**src/rtl/if_fetch_unit_if.sv**
```systemverilog
// ---------------------------------------------------------------------------
// if_fetch_unit_if
// Instruction-memory fetch bus: one-outstanding req/gnt/rvalid handshake.
//   req    : fetch request valid (driven by the fetch unit)
//   addr   : fetch word address (driven by the fetch unit)
//   gnt    : memory accepted the request this cycle
//   rvalid : response data valid (earliest one cycle after gnt)
//   rdata  : instruction word returned by memory
// Modports: master = fetch unit side, slave = memory side.
// ---------------------------------------------------------------------------
interface if_fetch_unit_if;
    logic        req;
    logic [31:0] addr;
    logic        gnt;
    logic        rvalid;
    logic [31:0] rdata;

    modport master (
        output req,
        output addr,
        input  gnt,
        input  rvalid,
        input  rdata
    );

    modport slave (
        input  req,
        input  addr,
        output gnt,
        output rvalid,
        output rdata
    );
endinterface

```
**src/rtl/if_fetch_unit.sv**
```systemverilog
// ---------------------------------------------------------------------------
// if_fetch_unit
// Instruction-fetch front end. Owns the architectural PC, fetches one word at
// a time from instruction memory and holds it until decode consumes it.
// Ports:
//   clk, rst       : clock, synchronous active-high reset
//   next_pc_i      : redirect target from next-PC selection
//   redirect_i     : load next_pc_i into the PC this cycle
//   stall_i        : decode cannot accept the held instruction
//   imem           : fetch bus (master side)
//   pc_o, pc_add_o : current PC and PC+4 (wrapping)
//   inst_o         : held instruction (NOP after reset)
//   inst_valid_o   : inst_o is valid for pc_o
//   misalign_o     : instruction-address-misaligned fault held
// ---------------------------------------------------------------------------
module if_fetch_unit #(
    parameter logic [31:0] RESET_PC = 32'h0000_0000
) (
    input  logic                   clk,
    input  logic                   rst,
    input  logic [31:0]            next_pc_i,
    input  logic                   redirect_i,
    input  logic                   stall_i,
    if_fetch_unit_if.master        imem,
    output logic [31:0]            pc_o,
    output logic [31:0]            pc_add_o,
    output logic [31:0]            inst_o,
    output logic                   inst_valid_o,
    output logic                   misalign_o
);

    localparam logic [31:0] NOP = 32'h0000_0013;

    typedef enum logic [2:0] {
        S_IDLE,
        S_REQ,
        S_WAIT,
        S_HOLD,
        S_DRAIN,
        S_FAULT
    } state_e;

    state_e      state_q, state_d;
    logic [31:0] pc_q, pc_d;
    logic [31:0] inst_q, inst_d;
    logic        req_q, req_d;
    logic        valid_q, valid_d;
    logic        misalign_q, misalign_d;

    // A response is still owed to us after this edge: either the memory is
    // granting right now, or an earlier grant has not been answered yet.
    logic        resp_owed;
    logic        target_misaligned;
    logic        pc_misaligned;

    assign resp_owed = ((state_q == S_REQ) && imem.gnt) ||
                       (((state_q == S_WAIT) || (state_q == S_DRAIN)) && !imem.rvalid);
    assign target_misaligned = (next_pc_i[1:0] != 2'b00);
    // While draining, pc_q already holds the redirect target, so its
    // alignment decides whether the drain ends in FAULT or a new fetch.
    assign pc_misaligned     = (pc_q[1:0] != 2'b00);

    always_comb begin
        // NOTE: every variable gets a default before the case so that no
        // path leaves it unassigned and no latch is inferred.
        state_d = state_q;
        pc_d    = pc_q;
        inst_d  = inst_q;
        valid_d = valid_q;

        unique case (state_q)
            S_IDLE: begin
                state_d = S_REQ;
            end
            S_REQ: begin
                if (imem.gnt) begin
                    state_d = S_WAIT;
                end
            end
            S_WAIT: begin
                if (imem.rvalid) begin
                    inst_d  = imem.rdata;
                    valid_d = 1'b1;
                    state_d = S_HOLD;
                end
            end
            S_HOLD: begin
                if (!stall_i) begin
                    pc_d    = pc_q + 32'd4;
                    valid_d = 1'b0;
                    state_d = S_REQ;
                end
            end
            S_DRAIN: begin
                if (imem.rvalid) begin
                    state_d = pc_misaligned ? S_FAULT : S_REQ;
                end
            end
            S_FAULT: begin
                state_d = S_FAULT;
            end
            default: begin
                state_d = S_IDLE;
            end
        endcase

        // Redirect overrides everything above; any response arriving in the
        // same cycle belongs to the abandoned path and is dropped.
        if (redirect_i) begin
            pc_d    = next_pc_i;
            inst_d  = inst_q;
            valid_d = 1'b0;
            if (resp_owed) begin
                state_d = S_DRAIN;
            end else begin
                state_d = target_misaligned ? S_FAULT : S_REQ;
            end
        end

        req_d      = (state_d == S_REQ);
        misalign_d = (state_d == S_FAULT);
        if (state_d == S_FAULT) begin
            valid_d = 1'b0;
        end
    end

    // NOTE: sequential state uses non-blocking assignments so every flop
    // samples the pre-edge values regardless of statement order.
    always_ff @(posedge clk) begin
        if (rst) begin
            state_q    <= S_IDLE;
            pc_q       <= RESET_PC;
            inst_q     <= NOP;
            req_q      <= 1'b0;
            valid_q    <= 1'b0;
            misalign_q <= 1'b0;
        end else begin
            state_q    <= state_d;
            pc_q       <= pc_d;
            inst_q     <= inst_d;
            req_q      <= req_d;
            valid_q    <= valid_d;
            misalign_q <= misalign_d;
        end
    end

    assign imem.req     = req_q;
    assign imem.addr    = pc_q;
    assign pc_o         = pc_q;
    assign pc_add_o     = pc_q + 32'd4;
    assign inst_o       = inst_q;
    assign inst_valid_o = valid_q;
    assign misalign_o   = misalign_q;

endmodule

```
**src/flat_wrapper.sv**
```systemverilog
// flat-port wrapper written by rule: the top's interface ports become plain ports
module if_fetch_unit_flat 
#(
    parameter logic [31:0] RESET_PC = 32'h0000_0000
)
  (clk, rst, next_pc_i, redirect_i, stall_i, pc_o, pc_add_o, inst_o, inst_valid_o, misalign_o, imem_req, imem_addr, imem_gnt, imem_rvalid, imem_rdata);
  if_fetch_unit_if imem_i ();
  input  logic clk;
  input  logic rst;
  input  logic [31:0] next_pc_i;
  input  logic redirect_i;
  input  logic stall_i;
  output logic [31:0] pc_o;
  output logic [31:0] pc_add_o;
  output logic [31:0] inst_o;
  output logic inst_valid_o;
  output logic misalign_o;
  output wire logic [$bits(imem_i.req)-1:0] imem_req;
  output wire logic [$bits(imem_i.addr)-1:0] imem_addr;
  input wire logic [$bits(imem_i.gnt)-1:0] imem_gnt;
  input wire logic [$bits(imem_i.rvalid)-1:0] imem_rvalid;
  input wire logic [$bits(imem_i.rdata)-1:0] imem_rdata;
  assign imem_req = imem_i.req;
  assign imem_addr = imem_i.addr;
  assign imem_i.gnt = imem_gnt;
  assign imem_i.rvalid = imem_rvalid;
  assign imem_i.rdata = imem_rdata;
  if_fetch_unit #(.RESET_PC(RESET_PC)) u_core (.clk(clk), .rst(rst), .next_pc_i(next_pc_i), .redirect_i(redirect_i), .stall_i(stall_i), .imem(imem_i), .pc_o(pc_o), .pc_add_o(pc_add_o), .inst_o(inst_o), .inst_valid_o(inst_valid_o), .misalign_o(misalign_o));
endmodule
```
**config.mk**
```make
export PLATFORM = sky130hd
export DESIGN_NAME = if_fetch_unit_flat
export DESIGN_NICKNAME = d
export VERILOG_FILES = /design/src/rtl/if_fetch_unit_if.sv /design/src/rtl/if_fetch_unit.sv /design/src/flat_wrapper.sv
export SDC_FILE = /design/constraint.sdc
export NUM_CORES = 1
export LEC_CHECK = 0
export ABC_AREA = 1
export CAP_MARGIN = 20
export CORE_ASPECT_RATIO = 0.9
export CORE_UTILIZATION = 40
export CTS_CLUSTER_SIZE = 8
export DETAILED_ROUTE_END_ITERATION = 8
export DONT_BUFFER_PORTS = 1
export PLACE_DENSITY = 0.6
export SYNTH_ARGS = -nofsm -noshare
export SYNTH_HDL_FRONTEND = slang
export SYNTH_SLANG_ARGS = --single-unit
export TNS_END_PERCENT = 10
```
**constraint.sdc**
```tcl
create_clock -name clk -period 1.5 [get_ports clk]
set_input_delay 0.15 -clock clk [delete_from_list [all_inputs] [get_ports clk]]
set_output_delay 0.15 -clock clk [all_outputs]
set_load 0.02 [all_outputs]
```
==> flow_metrics.env <==
export IMPL_synth_distinct_cells=34
export IMPL_gp_congestion=0.935
export IMPL_drtAntennaViolNets=0
export IMPL_setup_slack_ps=-315
export IMPL_avgRoutedWirePerCell_um=15.1
export IMPL_r2r_start="u_core.imem.addr[2]"
export IMPL_maxSlewViolCount=0
export IMPL_critical_path_top_delay_family="simple AND/OR/NAND/NOR gates"
export IMPL_drt_vias_per_instance=4.91
export IMPL_final_cell_area_um2=5580
export IMPL_hold_viol_final=0
export IMPL_rrSetupSlack_ps=-20
export IMPL_grt_max_degree=36
export IMPL_worstRegToRegCells=11
export IMPL_area_growth_pct=38.5
export IMPL_grt_pass1_wl_mm=20.1
export IMPL_ioPinCount=201
export IMPL_path_max_fanout=3
export IMPL_crit_path_start="u_core.imem.addr[3]"
export IMPL_fp_dieH_um=97.2
export IMPL_fin_crit_ps=1810
export IMPL_crit_path_end_kind="primary output"
export IMPL_relSlewSlack_pct=73.3
export IMPL_avgSynthCellArea_um2=6.56
export IMPL_crit_top_cell="nand2_1"
export IMPL_peakVddDrop_uv=528
export IMPL_hold_path_class="in2reg"
export IMPL_async_reset_ff_share_pct=0
export IMPL_clockBufferDepth=2
export IMPL_coreArea_um2=9740
export IMPL_path_cells="ha_4 -> nand3_2 -> nor2_4 -> buf_6 -> nand2_1 -> nand2_1 -> nand2_1 -> buf_4"
export IMPL_p_per_area_nw_per_um2=786
export IMPL_antenna_found_initial=0
export IMPL_antenna_cells=0
export IMPL_worst_path_stages=8
export IMPL_synth_seq_area_share_pct=34.8
export IMPL_required_ps=1350
export IMPL_synth_edf_count=0
export IMPL_htree_levels=3
export IMPL_dpl_cell_area_um2=4580
export IMPL_syn_area_um2=4030
export IMPL_cts_clk_slew_worst_paths_ps=90
export IMPL_fmax_mhz=551
export IMPL_yosys_warnings=0
export IMPL_overflow=0
export IMPL_multi_input_area_um2=2370
export IMPL_drv_cap=0
export IMPL_r2r_end="u_core.imem.addr[19]"
export IMPL_drt_first_iter_violations=144
export IMPL_dr_pass1_iters=4
export IMPL_p_leak_nw=2.33
export IMPL_place_inst=766
export IMPL_netlist_instances=614
export IMPL_die_x_um=108
export IMPL_cp_arrival_ps=1660
export IMPL_fin_skew_ps=9.43
export IMPL_port_buffers=0
export IMPL_root_buffer="clkbuf_8"
export IMPL_grt_pass1_vias=4197
export IMPL_vias=4097
export IMPL_initial_core_util_pct=41.4
export IMPL_worstSetupPathType="reg2out"
export IMPL_fin_nets=774
export IMPL_yosys_register_bits=70
export IMPL_status="finished, violations left"
export IMPL_cp_start_kind="register"
export IMPL_crit_slowest_cell="dfxtp_4"
export IMPL_dieArea_um2=10500
export IMPL_critPathMaxStageDelay_ps=380
export IMPL_seqCellArea_um2=1450
export IMPL_route_detailed_drc=0
export IMPL_setup_violations=28
export IMPL_tritoncts="yes"
export IMPL_fill_cells=916
export IMPL_final_common_cell="nand2_1"
export IMPL_violations="negative setup slack"
export IMPL_cp_num_buf_inv=2
export IMPL_min_period_over_period_pct=121
export IMPL_setup_worst_path_end="pc_add_o[24]"
export IMPL_track_usage_pct=24.4
export IMPL_drive_gt1_share_pct=31.1
export IMPL_clk_latency_ps=350
export IMPL_synth_nets=685
export IMPL_clock_sinks=70
export IMPL_tightest_slew_ps=400
export IMPL_rows=34
export IMPL_ys_flop_type="dfxtp_1"
export IMPL_routed_wl_mm=12.6
export IMPL_rsz0062_at_grt="yes"
export IMPL_numCtsBuffers=9
export IMPL_layout_common_cells="148 x nand2_1, 89 x nor2_1, 73 x buf_4"
export IMPL_fin_cells=834
export IMPL_dp_hpwl_mm=8.97
[tightest hold or removal path: stages]
cell,delay (ps)
nand2_1,40
nand2_1,40
inv_1,40
a21oi_1,50
[worst min path at each step]
stage	from	to	slack, ps	cells after the start
after global routing	next_pc_i[11]	u_core.imem.addr[11]	20	4
after floorplan	imem_rdata[0]	u_core.inst_o[0]	260	2
after detailed placement	rst	u_core.imem.addr[7]	220	1
after global placement	rst	u_core.imem.addr[4]	220	1
after CTS	next_pc_i[15]	u_core.imem.addr[15]	5	4
final	next_pc_i[11]	u_core.imem.addr[11]	20	4
[logic make-up after synthesis]
group                      share of synthesized area, %
xor gates and xnor gates                           3.98
and+or+nand+nor                                    35.6
DFF                                                34.8
adders and majority gates                         0.311
AOI/OAI and AO/OA                                  10.7
buffers and inverters                              14.6
[cell type report]
type	instances	share of cell area, %
Sequential cell	70	26.0
Clock buffer	9	2.22
Timing Repair Buffer	135	21.5
Inverter	55	3.77
Multi-Input combinational cell	432	42.5
Tap cell	126	2.82
Clock inverter	7	1.19
[registers in the layout, indices dropped and copies added, names as in the netlist]
| signal | count |
|---|---|
| u_core.inst_valid_o | 1 |
| u_core.imem.req | 1 |
| u_core.imem.addr | 32 |
| u_core.inst_o | 32 |
| u_core.state_q | 3 |
| u_core.misalign_o | 1 |
[routing by layer]
| metal | GRT usage (%) | vias up | wire length, um |
|---|---|---|---|
| li1 | - | 2047 | - |
| met1 | 25.9 | 1885 | 4880 |
| met2 | 43.0 | 141 | 6300 |
| met3 | 9.93 | 24 | 1160 |
| met4 | 8.85 | 0 | 292 |
| met5 | 0 | - | 0 |
[metrics by stage]
step                      total power, mW  utilization, %  setup WS [ps]  setup TNS (ps)  hold slack [ps]
after floorplan                      2.60               -          -60.9            -670              263
after global placement               2.74            47.0           36.8               0              222
after detailed placement             2.75            47.0          -40.0           -40.0              223
after CTS                            4.43            55.4           -333           -7510             5.35
after global routing                 4.61            57.3           -419           -9520             16.8
final                                4.39            57.3           -315           -6250             19.2
[Yosys cell counts, types with 5 or more instances]
library cell,count,area (um^2)
nor2_2,14,87.6
nor2_1,106,398
xor2_2,5,81.3
a21oi_1,23,115
nand2_1,165,619
clkbuf_1,12,45.0
nand2_2,10,62.6
xor2_1,6,52.6
inv_1,52,195
buf_4,35,263
a31oi_1,6,37.5
dfxtp_1,70,1400
nand3_1,21,105
o21ai_0,50,250
[report_power, final]
group          internal (mW)  switching (mW)
Combinational          0.359           0.520
Clock                  0.654           0.855
Sequential              1.92          0.0777
Total                   2.94            1.45
[repair_timing]
action	in CTS	in global routing
gates resized for setup	34	66
setup buffers	3	3
endpoints found under the setup margin	29	75
endpoints found under the hold margin	69	0
pin swaps	8	20
hold buffers	46	0
Note: power is estimated with default switching activity, not from simulation.
==> edit 1, RTL diff (config.mk and constraints unchanged) <==
Encoding of `state_e`: now one-hot (6 bits for 6 states).
--- a/src/rtl/if_fetch_unit.sv
+++ b/src/rtl/if_fetch_unit.sv
@@ -31,13 +31,13 @@
 
     localparam logic [31:0] NOP = 32'h0000_0013;
 
-    typedef enum logic [2:0] {
-        S_IDLE,
-        S_REQ,
-        S_WAIT,
-        S_HOLD,
-        S_DRAIN,
-        S_FAULT
+    typedef enum logic [5:0] {
+        S_IDLE  = 6'b000001,
+        S_REQ   = 6'b000010,
+        S_WAIT  = 6'b000100,
+        S_HOLD  = 6'b001000,
+        S_DRAIN = 6'b010000,
+        S_FAULT = 6'b100000
     } state_e;
 
     state_e      state_q, state_d;
Check against the original RTL: no difference found for any inputs over 4 cycles, from zero or initial values and one cycle with rst high; so few cycles prove little.
==> edit 1 against the original RTL <==
The run still ends with negative setup slack left; final area increased by 7.1%; via count increased by 9.5%; total power increased by 18%; first-iteration DRC count increased by 74%; synthesized area increased by 3.4%; count of clock-buffer cells in the layout increased by 1; sequential cell count increased by 3; routed wire length increased by 11%; die area increased by 3.3%; non-clock buffer count unchanged; synthesized cell count increased by 5.2%; global-route usage increased by 2.5 points; setup slack improved by 70 ps; utilization increased by 3.0 points.
==> edit 1: results (changes against the original RTL) <==
{| class="wikitable"
! Metric !! Value
|-
| Total Routing Usage GR || 26.98% (+2.5 points)
|-
| Root buffer selected by CTS || clkbuf_16
|-
| Per-cell via count in the routed design || 5.179 (+5.4%)
|-
| Share of final-layout standard cells stronger than drive strength 1 || 32.70% (+1.6 points)
|-
| Status || finished, violations left
|-
| Top cells by count, synth || nand2_1 (174), nor2_1 (119), dfxtp_1 (73)
|-
| Cell count of the worst hold path || 2 (-2)
|-
| Worst-case reg-to-reg path depth || 8 (-3)
|-
| Number of global-route vias before repair || 4634 (+10%)
|-
| Violated checks || negative setup slack
|-
| Total placed instance area || 0.004755 mm^2 (+3.9%)
|-
| Number of vias in the routed layout || 4485 (+9.5%)
|-
| Wire length of the first global-routing pass || 22400 um (+12%)
|-
| Fill cell instance count of the final layout || 902 (-1.5%)
|-
| 1st-pass router iterations || 5 (+1)
|-
| Half-perimeter wire length of the detailed placement result || 9818 um (+9.5%)
|-
| Final critical-path setup slack || -245.3 ps (+69.59 ps)
|-
| Accumulated negative setup slack || -5018 ps (+1236 ps)
|-
| Endpoints failing setup || 27 (-3.6%)
|-
| Max-slew headroom || 74.75% (+1.5 points)
|-
| Final standard cell utilization of the core || 60.29% (+3.0 points)
|-
| Final setup skew || 7.728 ps (-1.698 ps)
|-
| Cells after DPL || 804 (+5.0%)
|-
| Post-layout nets || 806 (+4.1%)
|-
| Crit-path max FO || 4 (+1)
|-
| Pin count of the biggest net entering global routing || 37 (+2.8%)
|-
| Net count after synthesis || 717 (+4.7%)
|-
| Leak pwr || 2.499 nW (+7.3%)
|-
| Clock input transition at the sequential cells of the worst setup and hold paths || 60 ps (-30 ps)
|-
| Wire length after detailed routing || 14070 um (+11%)
|-
| Routability Congestion || 0.8745 (-6.5%)
|-
| Data arrival time of the critical path || 1600 ps (-60 ps)
|-
| Number of unique standard cell types used by synthesis || 32 (-5.9%)
|}
[edit 1: cell count changes in the layout (fill, tap and decap cells not counted), sizes merged, moves of 5 or more]
cell	unedited run	this run
inv	61	56
buf	90	96
nand3	22	31
a21oi	24	29
nor2	125	131
nand4	1	6
dlygate4sd3	45	39
[edit 1: report_power, final]
group | internal [W] | leakage, nW | switching, W
logic | 0.000345 | 1.74 | 0.000513
clock network | 0.00135 | 0.154 | 0.000893
registers | 0.00200 | 0.609 | 0.0000827
total | 0.00369 | 2.50 | 0.00149
[edit 1: what timing repair did]
item | 4_1_cts | 5_1_grt
hold buffers | 40 | 0
endpoints found under the hold margin | 70 | 0
resized for setup | 72 | 64
endpoints found under the setup margin | 58 | 79
buffers inserted | 5 | 1
pin swaps | 19 | 13
[edit 1: critical path, cell delays in order (launching register included)]
cell and delay, ps:
dfxtp_4 370, ha_4 180, nand3_4 90, nor2_4 170, buf_6 150, xor2_4 160
buf_6 140
[edit 1: metrics by stage]
| stage | total power (W) | worst slack, ps |
|---|---|---|
| detailed placement | 0.002810 | -42.31 |
| finish | 0.005183 | -245.3 |
| CTS | 0.005185 | -271.0 |
| global placement | 0.002801 | -18.43 |
| floorplan | 0.002653 | -6.598 |
| global route | 0.005380 | -322.9 |
[edit 1: worst paths after layout]
| check | from | to | slack, ps |
|---|---|---|---|
| worst max-delay path | u_core.imem.addr[2] | pc_add_o[8] | -250 |
| worst min-delay path | redirect_i | u_core.imem.addr[5] | 5 |
| worst max register to register | u_core.state_q[3] | u_core.inst_o[13] | 40 |
| worst min register to register | u_core.inst_o[1] | u_core.inst_o[1] | 590 |
[edit 1: cell type report]
cell class | count | share of cell area [%]
multi-input cells | 462 | 42.96
flip-flops and latches | 73 | 25.52
repair buffers | 135 | 20.25
clock buffers | 10 | 3.999
inverters | 54 | 3.434
well taps | 126 | 2.638
clock inverters | 6 | 1.193
[edit 1: cells by family (layout without fill, tap and decap cells)]
kind of cell / Yosys count / count (layout) / share of synthesized area [%]
AO/OA/AOI/OAI: 93 / 93 / 11.62
XOR/XNOR: 14 / 14 / 3.303
adder cells (fa/ha/maj): 1 / 1 / 0.3003
buffers and inverters: 111 / 205 / 14.17
flip-flops: 73 / 73 / 35.08
AND/OR/NAND/NOR: 354 / 354 / 35.53
[edit 1: layer usage]
layer,wire (um),GRT usage (%),share of wire (%),vias to the layer above
met4,424,11.38,3.0,0
met2,6892,46.40,49,199
met1,5634,30.69,40,2072
met3,1117,8.267,7.9,38
li1,-,-,-,2176
met5,0,0,0,-
==> edit 2, RTL diff (config.mk and constraints unchanged) <==
Made on the original files. Make the reset (`rst`) asynchronous in one clocked block. Comments in the files are not updated.
--- a/src/rtl/if_fetch_unit.sv
+++ b/src/rtl/if_fetch_unit.sv
@@ -126,7 +126,7 @@
 
     // NOTE: sequential state uses non-blocking assignments so every flop
     // samples the pre-edge values regardless of statement order.
-    always_ff @(posedge clk) begin
+    always_ff @(posedge clk or posedge rst) begin
         if (rst) begin
             state_q    <= S_IDLE;
             pc_q       <= RESET_PC;
Behaviour: differs if rst is asserted again (counterexample within 4 cycles, from zero or initial values and one cycle with rst high); with rst held inactive, the same outputs for 4 cycles.
==> edit 2 against the original RTL <==
The flow still finishes with violations (negative setup slack); final area is 5.3% higher; routed wire length is 2.4% higher; setup slack worse by 73 ps; synthesized area is 4.9% higher; total power is 48% higher; sequential cell count stayed put; maximum frequency is 3.9% lower; utilization is 0.080 points higher; critical path type unchanged; critical endpoint is now pc_add_o[19]; largest power group unchanged; highest routed layer unchanged.
==> edit 2: results (changes against the original RTL) <==
{| class="wikitable"
! Metric !! Value
|-
| Reg-to-reg critical path startpoint || u_core.state_q[1]
|-
| Violated checks || negative setup slack
|-
| Synth Area in XOR/XNOR || 2.872% (-1.1 points)
|-
| Compound-cell area share of the yosys netlist || 3.996% (-6.7 points)
|-
| Status || finished, violations left
|-
| Maximum ir drop on the vdd rail || 0.7404 mV (+40%)
|-
| Final setup skew || 5.555 ps (-3.871 ps)
|-
| Share of total power consumed by net switching || 36.21% (+3.1 points)
|-
| Clock input transition at the sequential cells of the worst setup and hold paths || 60 ps (-30 ps)
|-
| Endpoints failing setup || 28 (unchanged)
|-
| Max Clock Freq || 529.8 MHz (-3.9%)
|-
| Max-slew headroom || 62.02% (-11 points)
|-
| Fill cell instance count of the final layout || 912 (-0.44%)
|-
| Final critical-path setup slack || -387.7 ps (-72.78 ps)
|-
| 1st-pass router iterations || 5 (+1)
|-
| Root buffer selected by CTS || clkbuf_16
|-
| Pin count of the biggest net entering global routing || 71 (+97%)
|-
| Setup crit start || u_core.imem.addr[12]
|-
| Sequential-to-total area share from yosys stat || 41.53% (+6.8 points)
|-
| Wire length of the first global-routing pass || 20200 um (+0.55%)
|-
| Worst-case reg-to-reg path depth || 7 (-4)
|-
| Leak pwr || 2.957 nW (+27%)
|-
| Pre-CTS worst setup slack || -170.3 ps (-130.3 ps)
|-
| Half-perimeter wire length of the detailed placement result || 9036 um (+0.73%)
|-
| Share of final-layout standard cells stronger than drive strength 1 || 25.88% (-5.2 points)
|-
| Largest stage delay on the critical path || 420 ps (+40 ps)
|-
| Crit-path max FO || 4 (+1)
|-
| Endpoint of the most critical register-to-register path || u_core.inst_valid_o
|-
| Hold Worst Slack || 14.10 ps (-5.069 ps)
|-
| Number of unique standard cell types used by synthesis || 31 (-8.8%)
|-
| Data arrival time of the critical path || 1740 ps (+80 ps)
|-
| Last element of the critical path || pc_add_o[19]
|-
| Average wire per standard cell || 15.40 um (+1.7%)
|-
| Per-cell via count in the routed design || 4.961 (+0.98%)
|-
| Post-layout nets || 777 (+0.39%)
|}
==> edit 2: cell types whose count changed in the layout (fill, tap and decap cells not counted), sizes merged, moves of 6 or more <==
cell,change
a21oi,-23
buf,+6
dfrtp,+67
dfxtp,-70
nand2,+74
nand3,+39
nor2,-69
o21ai,-29
==> edit 2: through the flow <==
stage,total power (W),TNS [ps],area [um^2],std cells
after floorplan,0.003654,-4955,4230,607
after global placement,0.004110,-506.5,4863,774
after detailed placement,0.004142,-1291,4863,774
after CTS,0.006456,-9232,5700,836
after global routing,0.006820,-12430,5879,840
final,0.006477,-8457,5879,840
==> edit 2: power by group through the flow <==
| stage | Combinational, W | Sequential [W] | Clock [W] |
|---|---|---|---|
| finish | 0.00173 | 0.00260 | 0.00215 |
| global route | 0.00189 | 0.00264 | 0.00229 |
| CTS | 0.00166 | 0.00259 | 0.00221 |
| detailed placement | 0.00153 | 0.00261 | 0 |
| global placement | 0.00150 | 0.00261 | 0 |
| floorplan | 0.000942 | 0.00271 | 0 |
==> edit 2: per-layer routing <==
metal / global-route usage [%] / part of all wire, %
met5: 0 / 0
met3: 8.912 / 9.2
met2: 42.76 / 50
met1: 27.09 / 40
met4: 8.097 / 1.6
==> edit 2: area by class of cell <==
cell class,instances,area share [%]
Sequential cell,70,29.88
Multi-Input combinational cell,421,35.71
Inverter,64,4.192
Timing Repair Buffer,140,22.35
Clock inverter,6,1.234
Tap cell,129,2.745
Clock buffer,10,3.894
==> edit 2: repair_timing <==
action / in CTS / in global routing
cloned: 0 / 0
hold endpoints to repair: 111 / 0
setup endpoints to repair: 35 / 57
hold buffers: 44 / 0
resized for setup: 25 / 47
buffers inserted: 2 / 4
pin swaps: 5 / 12
